`src/rtl/bpred_ctrl.sv`:
```
// Branch predictor and redirect controller: a 2-bit saturating counter table for
// fetch-time prediction, a fixed-length flush sequencer and debug event counters.
module bpred_ctrl #(
  parameter int IDX_BITS     = 4,
  parameter int FLUSH_CYCLES = 2
) (
  input  logic        clk,
  input  logic        nreset,
  input  logic        ena,
  input  logic [31:0] fetch_pc,
  input  logic        fetch_is_branch,
  input  logic [31:0] fetch_imm,
  output logic        predict_taken,
  output logic [31:0] predict_target,
  input  logic        resolve_valid,
  input  logic [31:0] resolve_pc,
  input  logic        resolve_taken,
  input  logic        redirect,
  output logic        flush,
  output logic [15:0] branch_cnt,
  output logic [15:0] miss_cnt
);

  localparam int          ENTRIES = 1 << IDX_BITS;
  localparam logic [3:0]  RELOAD  = 4'(FLUSH_CYCLES - 1);

  typedef enum logic {IDLE, FLUSH} state_t;

  logic [1:0]          pht_q [ENTRIES];
  logic [1:0]          entry_d;
  logic [IDX_BITS-1:0] fetch_idx;
  logic [IDX_BITS-1:0] resolve_idx;
  logic [31:0]         target_sum;
  logic [15:0]         branch_cnt_q, branch_cnt_d;
  logic [15:0]         miss_cnt_q, miss_cnt_d;
  state_t              state_q, state_d;
  logic [3:0]          cnt_q, cnt_d;
  logic                unused_pc_bits;

  assign fetch_idx      = fetch_pc[IDX_BITS+1:2];
  assign resolve_idx    = resolve_pc[IDX_BITS+1:2];
  assign unused_pc_bits = ^{resolve_pc[31:IDX_BITS+2], resolve_pc[1:0]};

  // The read sees the pre-edge table contents; a same-cycle resolve is not bypassed.
  assign predict_taken  = fetch_is_branch & pht_q[fetch_idx][1] & ~flush;
  assign target_sum     = fetch_pc + fetch_imm;
  assign predict_target = {target_sum[31:1], 1'b0};

  always_comb begin
    entry_d = pht_q[resolve_idx];
    if (resolve_taken) begin
      if (entry_d != 2'b11) entry_d = entry_d + 2'b01;
    end else begin
      if (entry_d != 2'b00) entry_d = entry_d - 2'b01;
    end
  end

  always_ff @(posedge clk or negedge nreset) begin
    if (!nreset) begin
      for (int i = 0; i < ENTRIES; i++) pht_q[i] <= 2'b01;
    end else if (ena && resolve_valid) begin
      pht_q[resolve_idx] <= entry_d;
    end
  end

  // Only redirects that coincide with a branch resolution count as mispredicts.
  always_comb begin
    branch_cnt_d = branch_cnt_q;
    miss_cnt_d   = miss_cnt_q;
    if (ena && resolve_valid) begin
      branch_cnt_d = branch_cnt_q + 16'd1;
      if (redirect) miss_cnt_d = miss_cnt_q + 16'd1;
    end
  end

  always_ff @(posedge clk or negedge nreset) begin
    if (!nreset) begin
      branch_cnt_q <= '0;
      miss_cnt_q   <= '0;
    end else begin
      branch_cnt_q <= branch_cnt_d;
      miss_cnt_q   <= miss_cnt_d;
    end
  end

  assign branch_cnt = branch_cnt_q;
  assign miss_cnt   = miss_cnt_q;

  always_ff @(posedge clk or negedge nreset) begin
    if (!nreset) begin
      state_q <= IDLE;
      cnt_q   <= '0;
    end else begin
      state_q <= state_d;
      cnt_q   <= cnt_d;
    end
  end

  // A redirect during a flush restarts the full flush window.
  always_comb begin
    state_d = state_q;
    cnt_d   = cnt_q;
    if (ena) begin
      case (state_q)
        IDLE: begin
          if (redirect) begin
            state_d = FLUSH;
            cnt_d   = RELOAD;
          end
        end
        FLUSH: begin
          if (redirect) begin
            cnt_d = RELOAD;
          end else if (cnt_q == 4'd0) begin
            state_d = IDLE;
          end else begin
            cnt_d = cnt_q - 4'd1;
          end
        end
        default: state_d = IDLE;
      endcase
    end
  end

  always_comb begin
    flush = (state_q == FLUSH);
  end

endmodule
```
`config.mk`:
```
export PLATFORM = sky130hd
export DESIGN_NAME = bpred_ctrl
export DESIGN_NICKNAME = d
export VERILOG_FILES = /design/src/rtl/bpred_ctrl.sv
export SDC_FILE = /design/constraint.sdc
export NUM_CORES = 1
export LEC_CHECK = 0
export BUFFER_PORTS_ARGS = -buffer_cell sky130_fd_sc_hd__buf_2
export CAP_MARGIN = 15
export CORE_UTILIZATION = 45
export DETAILED_ROUTE_END_ITERATION = 10
export PLACE_DENSITY = 0.76
export SLEW_MARGIN = 40
export SYNTH_ARGS = -nofsm -noshare
export SYNTH_HDL_FRONTEND = slang
export SYNTH_SLANG_ARGS = --single-unit
```
`constraint.sdc`:
```
create_clock -name clk -period 1.93 [get_ports clk]
set_input_delay 0.0965 -clock clk [delete_from_list [all_inputs] [get_ports clk]]
set_output_delay 0.0965 -clock clk [all_outputs]
set_load 0.02 [all_outputs]
```
==> results of run 1 <==
==> cells in the mapped netlist (all sizes together) (4+ instances only) <==
cell / instances / area share
nand2: 51 / 0.038
o21a: 5 / 0.0074
nand4: 8 / 0.0098
nor3: 11 / 0.011
dfrtp: 53 / 0.26
nor2b: 6 / 0.0074
nor2: 63 / 0.046
nand3: 18 / 0.018
mux4: 13 / 0.058
dfstp: 16 / 0.083
or3: 5 / 0.0062
nand2b: 4 / 0.0049
o21ai: 30 / 0.030
and2: 8 / 0.0098
buf: 6 / 0.011
inv: 10 / 0.0074
xor2: 17 / 0.029
clkbuf: 10 / 0.0074
mux2: 19 / 0.042
a21o: 4 / 0.0059
xnor2: 40 / 0.069
a21oi: 40 / 0.040
a22oi: 5 / 0.0084
ha: 33 / 0.081
o211ai: 4 / 0.0059
a211oi: 6 / 0.0089
and3: 16 / 0.020
==> per-layer routing <==
| layer | vias to the layer above | wire [um] |
|---|---|---|
| met4 | 0 | 504 |
| met2 | 260 | 9094 |
| li1 | 2503 | - |
| met3 | 49 | 1017 |
| met5 | - | 0 |
| met1 | 2705 | 6917 |
==> cell families (layout without fill, tap and decap cells) <==
group / after synthesis / after routing / synth area share
mux: 32 / 32 / 0.09963
simple gates: 201 / 201 / 0.1872
xor+xnor: 57 / 57 / 0.09816
flops: 69 / 69 / 0.3434
fa+ha+maj: 35 / 36 / 0.08733
buf+inv: 26 / 285 / 0.02607
compound gates: 125 / 125 / 0.1574
other cells: 1 / 1 / 0.0007373
==> report_power, final <==
| part | leakage, nW | switching (mW) | internal (mW) | total, mW |
|---|---|---|---|---|
| clock | 0.136 | 0.648 | 0.872 | 1.52 |
| sequential | 0.861 | 0.296 | 1.84 | 2.14 |
| combinational | 2.68 | 1.60 | 1.57 | 3.17 |
| total | 3.68 | 2.54 | 4.28 | 6.82 |
==> state kept, by name, summed over array words and instances (netlist names) <==
signal	flops
pht_q	32
branch_cnt	16
miss_cnt	16
cnt_q	4
flush	1
==> layout make-up <==
| type | instances | area [um2] | share of cell area |
|---|---|---|---|
| multi-input cells | 452 | 3948 | 0.4907 |
| repair buffers | 259 | 1864 | 0.2317 |
| flip-flops and latches | 69 | 1747 | 0.2171 |
| clock buffers | 9 | 225.2 | 0.02799 |
| well taps | 140 | 175.2 | 0.02177 |
| clock inverters | 7 | 48.80 | 0.006065 |
| inverters | 10 | 37.54 | 0.004666 |
==> worst max-delay path by stage <==
stage	from	end	cells past startpoint
2_1_floorplan	fetch_pc[15]	predict_target[30]	8
6_report	pht_q[17]$_DFFE_PN0P_	predict_taken	5
4_1_cts	pht_q[17]$_DFFE_PN0P_	predict_taken	5
5_1_grt	fetch_pc[9]	predict_target[24]	12
3_5_place_dp	fetch_pc[5]	predict_target[31]	9
3_3_place_gp	fetch_pc[0]	predict_target[24]	10
==> critical path, stage by stage, from the launching register on <==
cell     delay (ns)
dfrtp_1        0.39
buf_6          0.12
mux4_2         0.48
mux4_2         0.49
and3_4         0.19
buf_6          0.12
==> through the flow <==
stage	std cells	hold slack, ns	setup WS [ns]
2_1_floorplan	546	-0.1991	-0.06717
3_3_place_gp	900	0.1373	-0.3223
3_5_place_dp	900	0.1444	-0.4007
4_1_cts	930	0.04190	-0.2920
5_1_grt	946	0.05902	-0.3688
6_report	946	0.04933	-0.2975
==> what timing repair did <==
| item | 4_1_cts | 5_1_grt |
|---|---|---|
| hold endpoints to repair | 54 | 0 |
| hold buffers | 2 | 0 |
| cloned | 2 | 0 |
| buffers inserted | 12 | 20 |
| resized for setup | 117 | 94 |
| pin swaps | 48 | 53 |
| setup endpoints to repair | 57 | 56 |
==> summary.md, run 1 <==
| Metric | Value |
|---|---|
| First-pass GRT wire length | around 26 mm |
| Fin crit share | 1.154 |
| Clock Path Buffers | 2 |
| #FFs+latches synth | 69 |
| Most common cell after layout, fill and taps aside | buf_4 |
| Met3 usage | 0.03677 |
| CP arrival | between 2 and 2.5 ns |
| Sequential share of the synthesized area | 0.3434 |
| Fin worst setup slack | -0.2975 ns |
| Most frequent cells in the layout | buf_4 (121), buf_2 (100), nor2_1 (60), dfrtp_1 (53), nand2_1 (48) |
| CP startpoint kind | flip-flop |
| Final Power | approximately 6.8 mW |
| Post-synth ARST share | 1.000 |
| Met2 usage | 0.5005 |
| Number of max-cap violations | 0 |
| I/O Buffers | roughly 140 |
| VDD IR-drop max | around 840 uV |
| Clock tree sinks | between 60 and 70 |
| Syn Nets | ~700 |
| Residual DRC | 0 |
| Layout area overhead | 58.18% |
| Largest net degree at the start of global routing | 70 |
| Period minus WS final | approximately 2.2 ns |
| Pleak | about 3.7 nW |
| Die area | between 10000 and 15000 um2 |
| Initial DRT Pass Iterations | 5 |
| CP endpoint kind | output port |
| Pin slew with the least headroom to its limit | 0.7366 ns |
| Cts bufs inserted | 9 |
| Starting Density | 0.4651 |
| CP Max Fanout | 2 |
| Setup violators final | between 50 and 60 |
| Min-Delay Endpoint | flush$_DFFE_PN0P_ |
| GRT Max-Usage Layer | met2 |
| Total Routed Length | 17.53 mm |
| Hold WC Path Type | in -> reg |
| Final hold violation count | 0 |
| Via count | 5517 |
| Root Buffer | clkbuf_16 |
| CTS clk-pin slew, worst paths | about 0.06 ns |
| Post-route cell area | a little over 8000 um2 |
| Ant diodes | 0 |
| Rel. slew slack | 0.5044 |
| Die Span Y | approximately 110 um |
| Synth warn | 0 |
| Nets@finish | roughly 940 |
| Vias in the first global route | roughly 5.4k |
| Floorplan Core Area | 10940 um2 |
| Clock H-tree levels | 3 |
| Skew final | slightly above 0.008 ns |
| R2R cell count | 7 |
| Primary FF master, synth | dfrtp_1 |
| RR Endpoint | pht_q[7]$_DFFE_PN0P_ |
| FP Rows | 38 |
| Die Span X | 108.3 um |
| R2r setup slk | -0.26 ns |
| Status | finished with violations |
| Starting DRT DRC Count | ~420 |
| Hold Startpoint | ena |
| RSZ-0062 raised after global routing | yes |
| Layout cells sized above 1 | 0.5335 |
| Remaining Overflow, GRT | 0 |
| Fin util | 0.7357 |
| Routed WL per cell | roughly 19 um |
| Initial antenna violation count | 0 |
| Syn_area_per_cell | about 9.3 um2 |
| CP Class | reg -> out |
| Worst endpoint required time | 1.83 ns |
| EDFF count, synth | 0 |
| Gr usage total | 0.2810 |
| FILL cells | 697 |
| Vias/cell | 5.832 |
| Power per standard cell area | 848.2 nW/um2 |
| Post-synthesis cell count | roughly 550 |
| Slew Limit Fails | 0 |
| Placed cell area | between 6000 and 7000 um2 |
| TritonCTS clock tree | done |
| Failing checks | setup timing |
| Routing usage on met1 | 0.3379 |
| Max Clk Rate | 448.9 MHz |
| Setup_tns | -7.248 ns |
| Distinct cell type count after synthesis | 62 |
| Mapped cell area | a little over 5000 um2 |
| Antenna-violating nets left | 0 |
| WHS Path Cells | 2 |
| Routability cong. | around 0.96 |
| I/O Pins | roughly 170 |
| Clock latency on the worst-skew pair | 0.34 ns |
| DPL Wire Length | approximately 11 mm |
| FF-to-FF Start | pht_q[8]$_DFFE_PN1P_ |
(Power assumes the default switching activity.)
==> inputs of run 2 (changes only) <==
--- a/config.mk
+++ b/config.mk
@@ -7,9 +7,9 @@
 export LEC_CHECK = 0
 export BUFFER_PORTS_ARGS = -buffer_cell sky130_fd_sc_hd__buf_2
 export CAP_MARGIN = 15
-export CORE_UTILIZATION = 45
+export CORE_UTILIZATION = 47
 export DETAILED_ROUTE_END_ITERATION = 10
-export PLACE_DENSITY = 0.76
+export PLACE_DENSITY = 0.79
 export SLEW_MARGIN = 40
 export SYNTH_ARGS = -nofsm -noshare
 export SYNTH_HDL_FRONTEND = slang
==> run 2 against run 1 <==
The run still ends with setup timing left; sequential power about the same; clock-buffer cell count increased by 2; clock power decreased by 25%; sequential share of layout area increased by 0.38 points; critical endpoint unchanged.
==> summary.md, run 2 (same netlist as run 1, synthesis figures left out) <==
| Metric | Value |
|---|---|
| VDD IR-drop max | 723.0 uV (was 840.5 uV) |
| Gr usage total | 0.3032 (was 0.2810) |
| Min-Delay Endpoint | flush$_DFFE_PN0P_ (unchanged) |
| Cts bufs inserted | 9 (unchanged) |
| Remaining Overflow, GRT | 0 (unchanged) |
| First-pass GRT wire length | 26.84 mm (was 25.72 mm) |
| WHS Path Cells | 2 (unchanged) |
| Pleak | 3.613 nW (was 3.677 nW) |
| Status | finished with violations (unchanged) |
| TritonCTS clock tree | done (unchanged) |
| CP arrival | 2.14 ns (was 2.13 ns) |
| Floorplan Core Area | 10420 um2 (was 10940 um2) |
| Residual DRC | 0 (unchanged) |
| RR Endpoint | pht_q[7]$_DFFE_PN0P_ (unchanged) |
| Initial antenna violation count | 0 (unchanged) |
| Period minus WS final | 2.234 ns (was 2.228 ns) |
| CP Class | reg -> out (unchanged) |
| Routability cong. | 0.9251 (was 0.9648) |
| R2r setup slk | -0.24 ns (was -0.26 ns) |
| Clock tree sinks | 69 (unchanged) |
| Clock H-tree levels | 3 (unchanged) |
| Largest net degree at the start of global routing | 40 (was 70) |
| Largest Register | pht_q (unchanged) |
| Largest register FFs | 32 (unchanged) |
| Most frequent cells in the layout | buf_4 (121), buf_2 (104), nor2_1 (60), dfrtp_1 (53), nand2_1 (47) (was buf_4 (121), buf_2 (100), nor2_1 (60), dfrtp_1 (53), nand2_1 (48)) |
| CP startpoint kind | flip-flop (unchanged) |
| Rel. slew slack | 0.4683 (was 0.5044) |
| Die Span Y | 106.0 um (was 108.3 um) |
| Max Clk Rate | 447.6 MHz (was 448.9 MHz) |
| R2R cell count | 7 (unchanged) |
| Final hold violation count | 0 (unchanged) |
| Skew final | 0.01127 ns (was 0.008261 ns) |
| I/O Buffers | 139 (unchanged) |
| Worst endpoint required time | 1.83 ns (about the same) |
| Routed WL per cell | 18.10 um (was 18.53 um) |
| Clock latency on the worst-skew pair | 0.35 ns (was 0.34 ns) |
| DPL Wire Length | 11.72 mm (was 11.43 mm) |
| Post-route cell area | 7908 um2 (was 8045 um2) |
| FP Rows | 37 (was 38) |
| Power per standard cell area | 813.2 nW/um2 (was 848.2 nW/um2) |
| Fin crit share | 1.158 (was 1.154) |
| Layout cells sized above 1 | 0.5304 (was 0.5335) |
| Layout area overhead | 55.47% (was 58.18%) |
| Die Span X | 106.0 um (was 108.3 um) |
| Starting Density | 0.4883 (was 0.4651) |
| Fin util | 0.7592 (was 0.7357) |
| CP Max Fanout | 2 (unchanged) |
| RSZ-0062 raised after global routing | yes (unchanged) |
| Pin slew with the least headroom to its limit | 0.7903 ns (was 0.7366 ns) |
| Hold Startpoint | ena (unchanged) |
| Initial DRT Pass Iterations | 4 (was 5) |
| Root Buffer | clkbuf_8 (was clkbuf_16) |
| CP endpoint kind | output port (unchanged) |
| Setup violators final | 51 (was 53) |
| Placed cell area | 6635 um2 (was 6613 um2) |
| Failing checks | setup timing (unchanged) |
| Slew Limit Fails | 0 (unchanged) |
| Number of max-cap violations | 0 (unchanged) |
| Hold WC Path Type | in -> reg (unchanged) |
| FF-to-FF Start | pht_q[10]$_DFFE_PN1P_ (was pht_q[8]$_DFFE_PN1P_) |
| Starting DRT DRC Count | 292 (was 416) |
| Ant diodes | 0 (unchanged) |
| Vias/cell | 5.764 (was 5.832) |
| Fin worst setup slack | -0.3041 ns (was -0.2975 ns) |
| Antenna-violating nets left | 0 (unchanged) |
| Nets@finish | 939 (was 938) |
| Via count | 5435 (was 5517) |
| I/O Pins | 169 (unchanged) |
| CTS clk-pin slew, worst paths | 0.08 ns (was 0.06 ns) |
| Die area | 11240 um2 (was 11730 um2) |
| Clock Path Buffers | 2 (unchanged) |
| Vias in the first global route | 5616 (was 5430) |
| Total Routed Length | 17.07 mm (was 17.53 mm) |
| Most common cell after layout, fill and taps aside | buf_4 (unchanged) |
-- run 2: changes by cell type in the layout (fill, tap and decap cells not counted), sizes merged --
| cell | previous run | this run |
|---|---|---|
| clkinv | 4 | 0 |
| clkbuf | 9 | 11 |
| buf | 257 | 258 |
| clkinvlp | 1 | 2 |
| inv | 12 | 13 |
-- run 2: timing repair --
| item | CTS | global route |
|---|---|---|
| hold buffers | 2 | 0 |
| pin swaps | 70 | 44 |
| setup endpoints to repair | 57 | 58 |
| gates cloned | 1 | 0 |
| setup buffers | 16 | 8 |
| resized for setup | 163 | 41 |
| endpoints found under the hold margin | 16 | 0 |
-- run 2: through the flow --
stage	power [mW]	hold WS (ns)	TNS, ns	worst slack [ns]	instances
2_1_floorplan	3.606	-0.1991	-0.5293	-0.06717	546
3_3_place_gp	4.512	0.1541	-9.243	-0.3092	903
3_5_place_dp	4.628	0.1755	-11.87	-0.4136	903
4_1_cts	6.242	0.007563	-4.931	-0.3231	937
5_1_grt	6.733	0.06095	-9.234	-0.3558	943
6_report	6.430	0.01725	-6.464	-0.3041	943
-- run 2: how the worst max path moves through the flow --
stage                           from                 end  slack (ns)  depth (start not counted)
6_report       pht_q[17]$_DFFE_PN0P_       predict_taken       -0.30                          5
3_3_place_gp             fetch_pc[4]  predict_target[31]       -0.31                          9
2_1_floorplan           fetch_pc[15]  predict_target[30]       -0.07                          8
4_1_cts        pht_q[19]$_DFFE_PN0P_       predict_taken       -0.32                          5
3_5_place_dp             fetch_pc[4]  predict_target[31]       -0.41                          9
5_1_grt        pht_q[17]$_DFFE_PN0P_       predict_taken       -0.36                          5
-- run 2: final cells by class --
class / count / area, um2
inverters: 10 / 37.54
clock buffers: 11 / 151.4
well taps: 136 / 170.2
flip-flops and latches: 69 / 1747
clock inverters: 5 / 41.29
multi-input cells: 452 / 3928
fillers: 685 / 2509
repair buffers: 260 / 1833
-- run 2: worst max-delay path, cell delays in order, from the launching register on --
cell and delay [ns]:
dfrtp_1 0.39, buf_6 0.12, mux4_2 0.48, mux4_2 0.48, and3_4 0.19, buf_6 0.12
-- run 2: metal layers --
metal	GRT usage	wire, um	vias to the layer above
li1	-	-	2506
met5	0	0	-
met4	0.1419	724	0
met1	0.3452	6489	2619
met2	0.5504	8843	241
met3	0.05212	1016	69
-- run 2: power by group --
group	total [mW]	leakage [nW]	switching [mW]	internal [mW]
sequential	2.12	0.861	0.280	1.84
clock	1.14	0.0930	0.593	0.550
combinational	3.17	2.66	1.59	1.58
total	6.43	3.61	2.47	3.96
